--- src/rtl/hram_avmm_slave_if.sv ---
// Bus bundle between an Avalon-MM master and the HyperRAM command bridge.
// Carries the Avalon slave port, the command slot toward the controller,
// the read-response return path and the sticky error flag.
interface hram_avmm_slave_if;
    logic [31:0] slave_address;
    logic        slave_read;
    logic        slave_write;
    logic [31:0] slave_writedata;
    logic [3:0]  slave_byteenable;
    logic        slave_waitrequest;
    logic [31:0] slave_readdata;
    logic        slave_readdatavalid;

    logic        cmd_valid;
    logic        cmd_ready;
    logic        cmd_write;
    logic [29:0] cmd_addr;
    logic [31:0] cmd_wdata;
    logic [3:0]  cmd_be;

    logic        rsp_valid;
    logic [31:0] rsp_data;

    logic        err_unexpected_rsp;

    // Bridge side: consumes Avalon requests and controller responses
    modport slave (
        input  slave_address, slave_read, slave_write, slave_writedata,
               slave_byteenable, cmd_ready, rsp_valid, rsp_data,
        output slave_waitrequest, slave_readdata, slave_readdatavalid,
               cmd_valid, cmd_write, cmd_addr, cmd_wdata, cmd_be,
               err_unexpected_rsp
    );

    // Environment side: drives Avalon requests and plays the controller
    modport master (
        output slave_address, slave_read, slave_write, slave_writedata,
               slave_byteenable, cmd_ready, rsp_valid, rsp_data,
        input  slave_waitrequest, slave_readdata, slave_readdatavalid,
               cmd_valid, cmd_write, cmd_addr, cmd_wdata, cmd_be,
               err_unexpected_rsp
    );
endinterface

--- src/rtl/hram_avmm_slave.sv ---
// Avalon-MM slave to HyperRAM controller command bridge.
// A single command slot holds one command toward the controller; it can be
// refilled in the same cycle the controller takes the old one, giving one
// command per cycle. Outstanding reads are counted so that no more than
// MAX_PENDING responses can ever be owed to the Avalon master.
module hram_avmm_slave #(
    parameter int MAX_PENDING = 4
) (
    input  logic              clk_clk,
    input  logic              clk_reset_reset_n,
    hram_avmm_slave_if.slave  bus
);

    typedef enum logic {
        EMPTY = 1'b0,
        FULL  = 1'b1
    } slotState_t;

    slotState_t  r_state;
    slotState_t  w_nextState;

    logic [3:0]  r_pending;
    logic        r_cmdWrite;
    logic [29:0] r_cmdAddr;
    logic [31:0] r_cmdWdata;
    logic [3:0]  r_cmdBe;
    logic        r_readDataValid;
    logic [31:0] r_readData;
    logic        r_errUnexpected;

    logic        w_slotFree;
    logic        w_readOnly;
    logic        w_pendingFull;
    logic        w_waitrequest;
    logic        w_acceptWrite;
    logic        w_acceptRead;
    logic        w_rspExpected;
    logic        w_unusedAddrBits;

    // Address bits [1:0] are byte offsets inside a word and are dropped.
    assign w_unusedAddrBits = &{1'b0, bus.slave_address[1:0]};

    assign w_slotFree    = (r_state == EMPTY) || bus.cmd_ready;
    assign w_readOnly    = bus.slave_read && !bus.slave_write;
    assign w_pendingFull = (r_pending == 4'(MAX_PENDING));
    assign w_rspExpected = bus.rsp_valid && (r_pending != 4'd0);

    // Slot state register
    always_ff @(posedge clk_clk) begin
        if (!clk_reset_reset_n) r_state <= EMPTY;
        else                    r_state <= w_nextState;
    end

    // Stall decision, acceptance qualification and slot next state
    always_comb begin
        w_waitrequest = 1'b1;
        w_acceptWrite = 1'b0;
        w_acceptRead  = 1'b0;
        w_nextState   = r_state;
        if (clk_reset_reset_n && w_slotFree && !(w_readOnly && w_pendingFull))
            w_waitrequest = 1'b0;
        w_acceptWrite = !w_waitrequest && bus.slave_write && (bus.slave_byteenable != 4'h0);
        w_acceptRead  = !w_waitrequest && w_readOnly;
        if (w_acceptWrite || w_acceptRead)
            w_nextState = FULL;
        else if ((r_state == FULL) && bus.cmd_ready)
            w_nextState = EMPTY;
    end

    // Command slot contents, loaded only when a request turns into a command
    always_ff @(posedge clk_clk) begin
        if (!clk_reset_reset_n) begin
            r_cmdWrite <= 1'b0;
            r_cmdAddr  <= 30'd0;
            r_cmdWdata <= 32'd0;
            r_cmdBe    <= 4'h0;
        end else if (w_acceptWrite) begin
            r_cmdWrite <= 1'b1;
            r_cmdAddr  <= bus.slave_address[31:2];
            r_cmdWdata <= bus.slave_writedata;
            r_cmdBe    <= bus.slave_byteenable;
        end else if (w_acceptRead) begin
            r_cmdWrite <= 1'b0;
            r_cmdAddr  <= bus.slave_address[31:2];
            r_cmdWdata <= 32'd0;
            r_cmdBe    <= 4'hF;
        end
    end

    // Outstanding read counter; a response with nothing pending is not counted
    always_ff @(posedge clk_clk) begin
        if (!clk_reset_reset_n)
            r_pending <= 4'd0;
        else if (w_acceptRead && !w_rspExpected)
            r_pending <= r_pending + 4'd1;
        else if (!w_acceptRead && w_rspExpected)
            r_pending <= r_pending - 4'd1;
    end

    // Read response return path and sticky unexpected-response flag
    always_ff @(posedge clk_clk) begin
        if (!clk_reset_reset_n) begin
            r_readDataValid <= 1'b0;
            r_readData      <= 32'd0;
            r_errUnexpected <= 1'b0;
        end else begin
            r_readDataValid <= w_rspExpected;
            if (w_rspExpected)
                r_readData <= bus.rsp_data;
            if (bus.rsp_valid && (r_pending == 4'd0))
                r_errUnexpected <= 1'b1;
        end
    end

    assign bus.slave_waitrequest   = w_waitrequest;
    assign bus.slave_readdata      = r_readData;
    assign bus.slave_readdatavalid = r_readDataValid;
    assign bus.cmd_valid           = (r_state == FULL);
    assign bus.cmd_write           = r_cmdWrite;
    assign bus.cmd_addr            = r_cmdAddr;
    assign bus.cmd_wdata           = r_cmdWdata;
    assign bus.cmd_be              = r_cmdBe;
    assign bus.err_unexpected_rsp  = r_errUnexpected;

endmodule
--- src/flat_wrapper.sv ---
// flat-port wrapper written by rule: the top's interface ports become plain ports
module hram_avmm_slave_flat 
#(
    parameter int MAX_PENDING = 4
)
  (clk_clk, clk_reset_reset_n, bus_slave_address, bus_slave_read, bus_slave_write, bus_slave_writedata, bus_slave_byteenable, bus_cmd_ready, bus_rsp_valid, bus_rsp_data, bus_slave_waitrequest, bus_slave_readdata, bus_slave_readdatavalid, bus_cmd_valid, bus_cmd_write, bus_cmd_addr, bus_cmd_wdata, bus_cmd_be, bus_err_unexpected_rsp);
  hram_avmm_slave_if bus_i ();
  input  logic clk_clk;
  input  logic clk_reset_reset_n;
  input wire logic [$bits(bus_i.slave_address)-1:0] bus_slave_address;
  input wire logic [$bits(bus_i.slave_read)-1:0] bus_slave_read;
  input wire logic [$bits(bus_i.slave_write)-1:0] bus_slave_write;
  input wire logic [$bits(bus_i.slave_writedata)-1:0] bus_slave_writedata;
  input wire logic [$bits(bus_i.slave_byteenable)-1:0] bus_slave_byteenable;
  input wire logic [$bits(bus_i.cmd_ready)-1:0] bus_cmd_ready;
  input wire logic [$bits(bus_i.rsp_valid)-1:0] bus_rsp_valid;
  input wire logic [$bits(bus_i.rsp_data)-1:0] bus_rsp_data;
  output wire logic [$bits(bus_i.slave_waitrequest)-1:0] bus_slave_waitrequest;
  output wire logic [$bits(bus_i.slave_readdata)-1:0] bus_slave_readdata;
  output wire logic [$bits(bus_i.slave_readdatavalid)-1:0] bus_slave_readdatavalid;
  output wire logic [$bits(bus_i.cmd_valid)-1:0] bus_cmd_valid;
  output wire logic [$bits(bus_i.cmd_write)-1:0] bus_cmd_write;
  output wire logic [$bits(bus_i.cmd_addr)-1:0] bus_cmd_addr;
  output wire logic [$bits(bus_i.cmd_wdata)-1:0] bus_cmd_wdata;
  output wire logic [$bits(bus_i.cmd_be)-1:0] bus_cmd_be;
  output wire logic [$bits(bus_i.err_unexpected_rsp)-1:0] bus_err_unexpected_rsp;
  assign bus_i.slave_address = bus_slave_address;
  assign bus_i.slave_read = bus_slave_read;
  assign bus_i.slave_write = bus_slave_write;
  assign bus_i.slave_writedata = bus_slave_writedata;
  assign bus_i.slave_byteenable = bus_slave_byteenable;
  assign bus_i.cmd_ready = bus_cmd_ready;
  assign bus_i.rsp_valid = bus_rsp_valid;
  assign bus_i.rsp_data = bus_rsp_data;
  assign bus_slave_waitrequest = bus_i.slave_waitrequest;
  assign bus_slave_readdata = bus_i.slave_readdata;
  assign bus_slave_readdatavalid = bus_i.slave_readdatavalid;
  assign bus_cmd_valid = bus_i.cmd_valid;
  assign bus_cmd_write = bus_i.cmd_write;
  assign bus_cmd_addr = bus_i.cmd_addr;
  assign bus_cmd_wdata = bus_i.cmd_wdata;
  assign bus_cmd_be = bus_i.cmd_be;
  assign bus_err_unexpected_rsp = bus_i.err_unexpected_rsp;
  hram_avmm_slave #(.MAX_PENDING(MAX_PENDING)) u_core (.clk_clk(clk_clk), .clk_reset_reset_n(clk_reset_reset_n), .bus(bus_i));
endmodule
--- config.mk ---
export PLATFORM = sky130hd
export DESIGN_NAME = hram_avmm_slave_flat
export DESIGN_NICKNAME = d
export VERILOG_FILES = /design/src/rtl/hram_avmm_slave_if.sv /design/src/rtl/hram_avmm_slave.sv /design/src/flat_wrapper.sv
export SDC_FILE = /design/constraint.sdc
export NUM_CORES = 1
export LEC_CHECK = 0
export CELL_PAD_IN_SITES_DETAIL_PLACEMENT = 1
export CELL_PAD_IN_SITES_GLOBAL_PLACEMENT = 2
export CORE_AREA = 5 5 140 156
export CTS_BUF_LIST = sky130_fd_sc_hd__clkbuf_16
export DETAILED_ROUTE_END_ITERATION = 6
export DIE_AREA = 0 0 145 161
export HOLD_SLACK_MARGIN = 0.06
export PLACE_DENSITY_LB_ADDON = 0.25
export SLEW_MARGIN = 15
export SYNTH_ARGS = -nofsm -noshare
export SYNTH_HDL_FRONTEND = slang
export SYNTH_SLANG_ARGS = --single-unit
--- constraint.sdc ---
create_clock -name clk_clk -period 2.2 [get_ports clk_clk]
set_input_delay 0.44 -clock clk_clk [delete_from_list [all_inputs] [get_ports clk_clk]]
set_output_delay 0.44 -clock clk_clk [all_outputs]
set_load 0.01 [all_outputs]
* Word level (Yosys, flattened, before mapping) *
Index checks and enable logic that the tools add are counted.
W data, S select, Z words.

storage, ports and cells
  RAM bits = 0
  logic and storage cells = 50
  bits in read-only memories = 0
  memories kept = 0
  latch bits = 0
  register bits = 106

operators by class
  shift-type cells = 0
  add/subtract/negate cells = 2
  divide/modulo/power cells = 0
  bitwise logic cells = 1
  $mul = 0
  reductions and logical operators = 24
  mux-type cells = 13
  $lt $le $gt $ge = 0
  equality and inequality tests = 1

operators by type and width
  operator               number
  $mux W32               2
  $mux W30               2
  $mux W4                4
  $logic_and A1 B1 Y1    12
  $reduce_bool A4 Y1     2
  $reduce_bool A2 Y1     3
  $mux W1                5
  $add A4 B1 Y4 const B  1
  $eq A4 B3 Y1 const B   1
  $logic_not A1 Y1       4
  $logic_not A4 Y1       1
  $sub A4 B1 Y4 const B  1
  $logic_or A1 B1 Y1     2
  $not A1 Y1             1

* Longest topological paths before layout *
  word-level depth = 10
  depth in mapped cells = 12
  gate-level depth less buffers = 10

* Least setup slack after synthesis *
OpenSTA, ideal clock, no wires.

  path kind = register -> register
  start point = register u_core.r_pending[0]
  end point = register u_core.r_pending[3]
  slack = -0.176 ns
  required time = 2.128 ns
  path buffers = 2
  stages on the path, launching flop included = 13
  library setup time = 0.072 ns
  data arrival time = 2.305 ns
  cells stage by stage = dfxtp_1 nor4_1 nor2b_1 clkbuf_1 inv_2 buf_4 ha_1 inv_1 ha_1 a21oi_1 a211oi_1 a31oi_1 mux2i_1

between the ends
  word-level cells in the longest chain between the ends = 8
  elaborated cells on any way between the ends = 16
  those cells by class = add/sub (2); eq/ne (1); mux (2); reduce/logical (11)

RTL lines
  item                          line                   RTL
  start, declared               hram_avmm_slave.sv:22  logic [3:0] r_pending;
  start signal, assigned        hram_avmm_slave.sv:95  r_pending <= r_pending + 4'd1;
  start signal, assigned        hram_avmm_slave.sv:97  r_pending <= r_pending - 4'd1;
  $eq A4 B3 Y1                  hram_avmm_slave.sv:45  assign w_pendingFull = (r_pending == 4'(MAX_PENDING));
  $logic_and A1 B1 Y1           hram_avmm_slave.sv:60  if (clk_reset_reset_n && w_slotFree && !(w_readOnly && w_pendingFull))
  $logic_not A1 Y1              hram_avmm_slave.sv:60
  $logic_and A1 B1 Y1           hram_avmm_slave.sv:60
  $logic_and A1 B1 Y1           hram_avmm_slave.sv:63  w_acceptRead = !w_waitrequest && w_readOnly;
  $logic_not A1 Y1              hram_avmm_slave.sv:96  else if (!w_acceptRead && w_rspExpected)
  $logic_and A1 B1 Y1           hram_avmm_slave.sv:96
  $reduce_bool A2 Y1 (no line)  --

Parallel ways exist; a longest one is shown, timed or not. The select of a mux whose other input is x is not followed.
A chain may end at the register's enable or synchronous reset.

* Worst setup path in the final report *
  start point = register u_core.r_pending[3]
  end point = register u_core.r_pending[3]

The elaborated chain is that of the path after synthesis.

==> impl_metrics.yaml <==
cts:
  clockBufferDepth: 2
  clock-root-buffer: "clkbuf_16"
  tritoncts: "yes"
  clk_latency_ns: 0.35
  cts_buffers: 9
  clk_pin_slew_worst_paths_ns: 0.07
  cts_num_sinks: 106
  cts_hold_buffers: 0
  htree_levels: 3
pwr:
  p_int_mw: 4.25
  p_leak_nw: 2.44
  p_per_area_mw_per_mm2: 963
  pwr-share-seq_pct: 38.3
  p_switching_mw: 2.14
  p_clk_share_pct: 25.6
  power_frac_comb_pct: 36.0
  ir_worst_vdd_mv: 0.362
  sw_frac_of_total_pct: 33.5
worst_hold_path:
  whs_endpoint: "u_core.bus.cmd_addr[9]"
  min-delay-start: "u_core.bus.cmd_addr[9]"
  hold_path.class: "reg2reg"
  whs_path_depth: 2
floorplanning:
  initial_core_util_pct: 18.6
  ios: 209
  coreArea_mm2: 0.0202
  row_count: 55
  fp.dieH_um: 161
  die_w_um: 145
  dieArea_mm2: 0.0233
placed_design:
  port_buffers: 206
  hpwlAfterDp_um: 10200
  placed_cells: 858
  gp_congestion: 0.706
  pre_cts_ws_ns: -0.586
timing:
  whs_ns: 0.450
  period_share_pct: 96.9
  slew_headroom_pct: 70.9
  clock_skew_ns: 0.0104
  rsz0062_at_grt: "false"
  finalSetupViolCount: 0
  tightest_slew_ns: 0.436
  fin_crit_ns: 2.13
  drv_slew: 0
  finalHoldViolations: 0
  layout_setup_ws_ns: 0.0681
  max_freq_mhz: 469
critical_path:
  r2r_setup_slack_ns: 0.07
  cp-start-kind: "flip-flop"
  reg2reg_to: "u_core.r_pending[3]"
  cp_top_family: "compound AO/OA/AOI/OAI gates"
  arrival_ns: 2.37
  startpoint: "u_core.r_pending[3]"
  crit_path_frequent_cell: "ha_4"
  r2r-start: "u_core.r_pending[3]"
  crit_path_max_fanout: 4
  cp_cell_sequence: "nor3_4, a311oi_4, and2_4, ha_4, inv_6, ha_4, nand3_4, a211oi_4, a31oi_4, mux2i_1"
  crit_path_top_delay_cell: "dfxtp_2"
  critPathMaxStageDelay_ns: 0.41
  worst-path-buf-inv: 1
  timing.critical_path.required_ns: 2.44
  endpoint_kind: "flip-flop"
  reg2regPathDepth: 10
  critPathKind: "reg2reg"
logic_synthesis:
  synth-edff-count: 0
  synth_fp_nets: 516
  ys_types: 33
  yosysSeqAreaShare_pct: 56.7
  synthArstFlopShare_pct: 0
  netlist_area_mm2: 0.00374
  synth.avg_cell_area_um2: 9.22
  synth_cells: 406
  synthFlopType: "dfxtp_1"
  ys_ff_latch: 106
  yosysWarnings: 0
routing:
  drt_first_pass_iters: 4
  via_per_inst: 4.21
  initialDrtViolationCount: 110
  drc_errors: 0
  wl_per_cell_um: 16.0
  drt_wl_total_um: 14100
  num_vias: 3686
  ant_nets: 0
layout:
  syn_to_final_growth_pct: 77.2
  multi_input_area_mm2: 0.00159
  fin_cells: 876
  fill_cells: 2286
  layout_common_cells: "clkdlybuf4s50_1, dfxtp_1, nand2_1"
  register_area_mm2: 0.00213
  fin_nets: 724
  layout_commonest_cell: "clkdlybuf4s50_1"
  layout-drive-gt1-share_pct: 10.8
global_routing:
  gr-total-overflow: 0
  grt_pass1_wl_um: 22100
  grt_max_degree: 40
  grt.total_usage_pct: 11.6
  antenna_found_initial: 1
  grt_pass1_vias: 3967
run_status:
  outcome: "finished, final reports clean"
job:
  drv_cap: 0
==> cell usage after synthesis, types with 2 or more instances <==
library cell	n	area (um2)
buf_2	3	15.0
nor2_1	9	33.8
nor2b_1	3	18.8
a21oi_1	36	180
a31oi_1	2	12.5
clkbuf_1	21	78.8
buf_4	3	22.5
ha_1	3	37.5
inv_1	2	7.51
a22o_1	32	280
dfxtp_1	106	2120
inv_2	2	7.51
buf_6	4	45.0
mux2i_1	2	20.0
and2_1	2	12.5
o21ai_1	31	155
o221a_1	4	45.0
nand2_1	96	360
nand3_1	31	155
==> state kept, by name (all words and copies together) (netlist names), 4 cells and up <==
| register | flops |
|---|---|
| u_core.bus.cmd_addr | 30 |
| u_core.bus.cmd_be | 4 |
| u_core.bus.cmd_wdata | 32 |
| u_core.bus.slave_readdata | 32 |
| u_core.r_pending | 4 |
==> worst min-delay path, stage by stage, from the launching register on <==
cell     delay [ns]
dfxtp_1        0.31
nand2_1        0.05
o21ai_1        0.05
==> cells by family after synthesis <==
kind of cell / count (synthesis) / share of synthesized area [%]
xor gates and xnor gates: 2 / 0.468
adders and majority gates: 4 / 1.54
and+or+nand+nor: 147 / 16.9
AOI/OAI and AO/OA: 109 / 19.0
muxes: 2 / 0.535
DFF: 106 / 56.7
buffers and inverters: 36 / 4.81
==> power by group through the flow <==
stage	combinational (mW)	sequential, mW	clock [mW]
after floorplan	0.900	2.57	0
after global placement	2.12	2.45	0
after detailed placement	2.16	2.46	0
after CTS	2.32	2.42	1.74
after global routing	2.52	2.49	1.80
final	2.30	2.45	1.64
==> metal layers <==
layer / GRT usage [%] / vias to the layer above / wire length (um)
li1: - / 1813 / -
met1: 14.4 / 1717 / 6330
met2: 18.3 / 138 / 6360
met3: 3.98 / 18 / 1020
met4: 5.01 / 0 / 341
met5: 0 / - / 0
==> per-stage QoR <==
step                total power, mW  setup TNS, ns  util (%)  instance area, um2
finish                         6.38              0      32.9                6630
global route                   6.80              0      32.9                6630
CTS                            6.49              0      32.7                6600
detailed placement             4.63         -13.71      30.8                6210
global placement               4.56         -12.52      30.8                6210
floorplan                      3.47              0         -                3770
==> worst max path at each step <==
stage	to	slack (ns)	depth (start not counted)
finish	u_core.r_pending[3]	0.07	10
global route	u_core.r_pending[3]	0.007	12
CTS	u_core.r_pending[3]	0.05	10
detailed placement	u_core.r_pending[3]	-0.59	12
global placement	u_core.r_pending[3]	-0.52	12
floorplan	u_core.r_pending[3]	0.0006	10
==> layout make-up <==
class	instances	area share (%)
Tap cell	256	4.83
Inverter	4	0.302
Clock buffer	9	3.40
Timing Repair Buffer	229	34.2
Antenna cell	1	0.0377
Clock inverter	7	1.21
Sequential cell	106	32.1
Multi-Input combinational cell	264	23.9
==> repair_timing <==
action | in CTS | in global routing
setup buffers | 2 | 0
pin swaps | 8 | 5
gates cloned | 0 | 0
gates resized for setup | 22 | 8
endpoints found under the setup margin | 8 | 1
No activity file was read; power rests on OpenSTA's default activity.
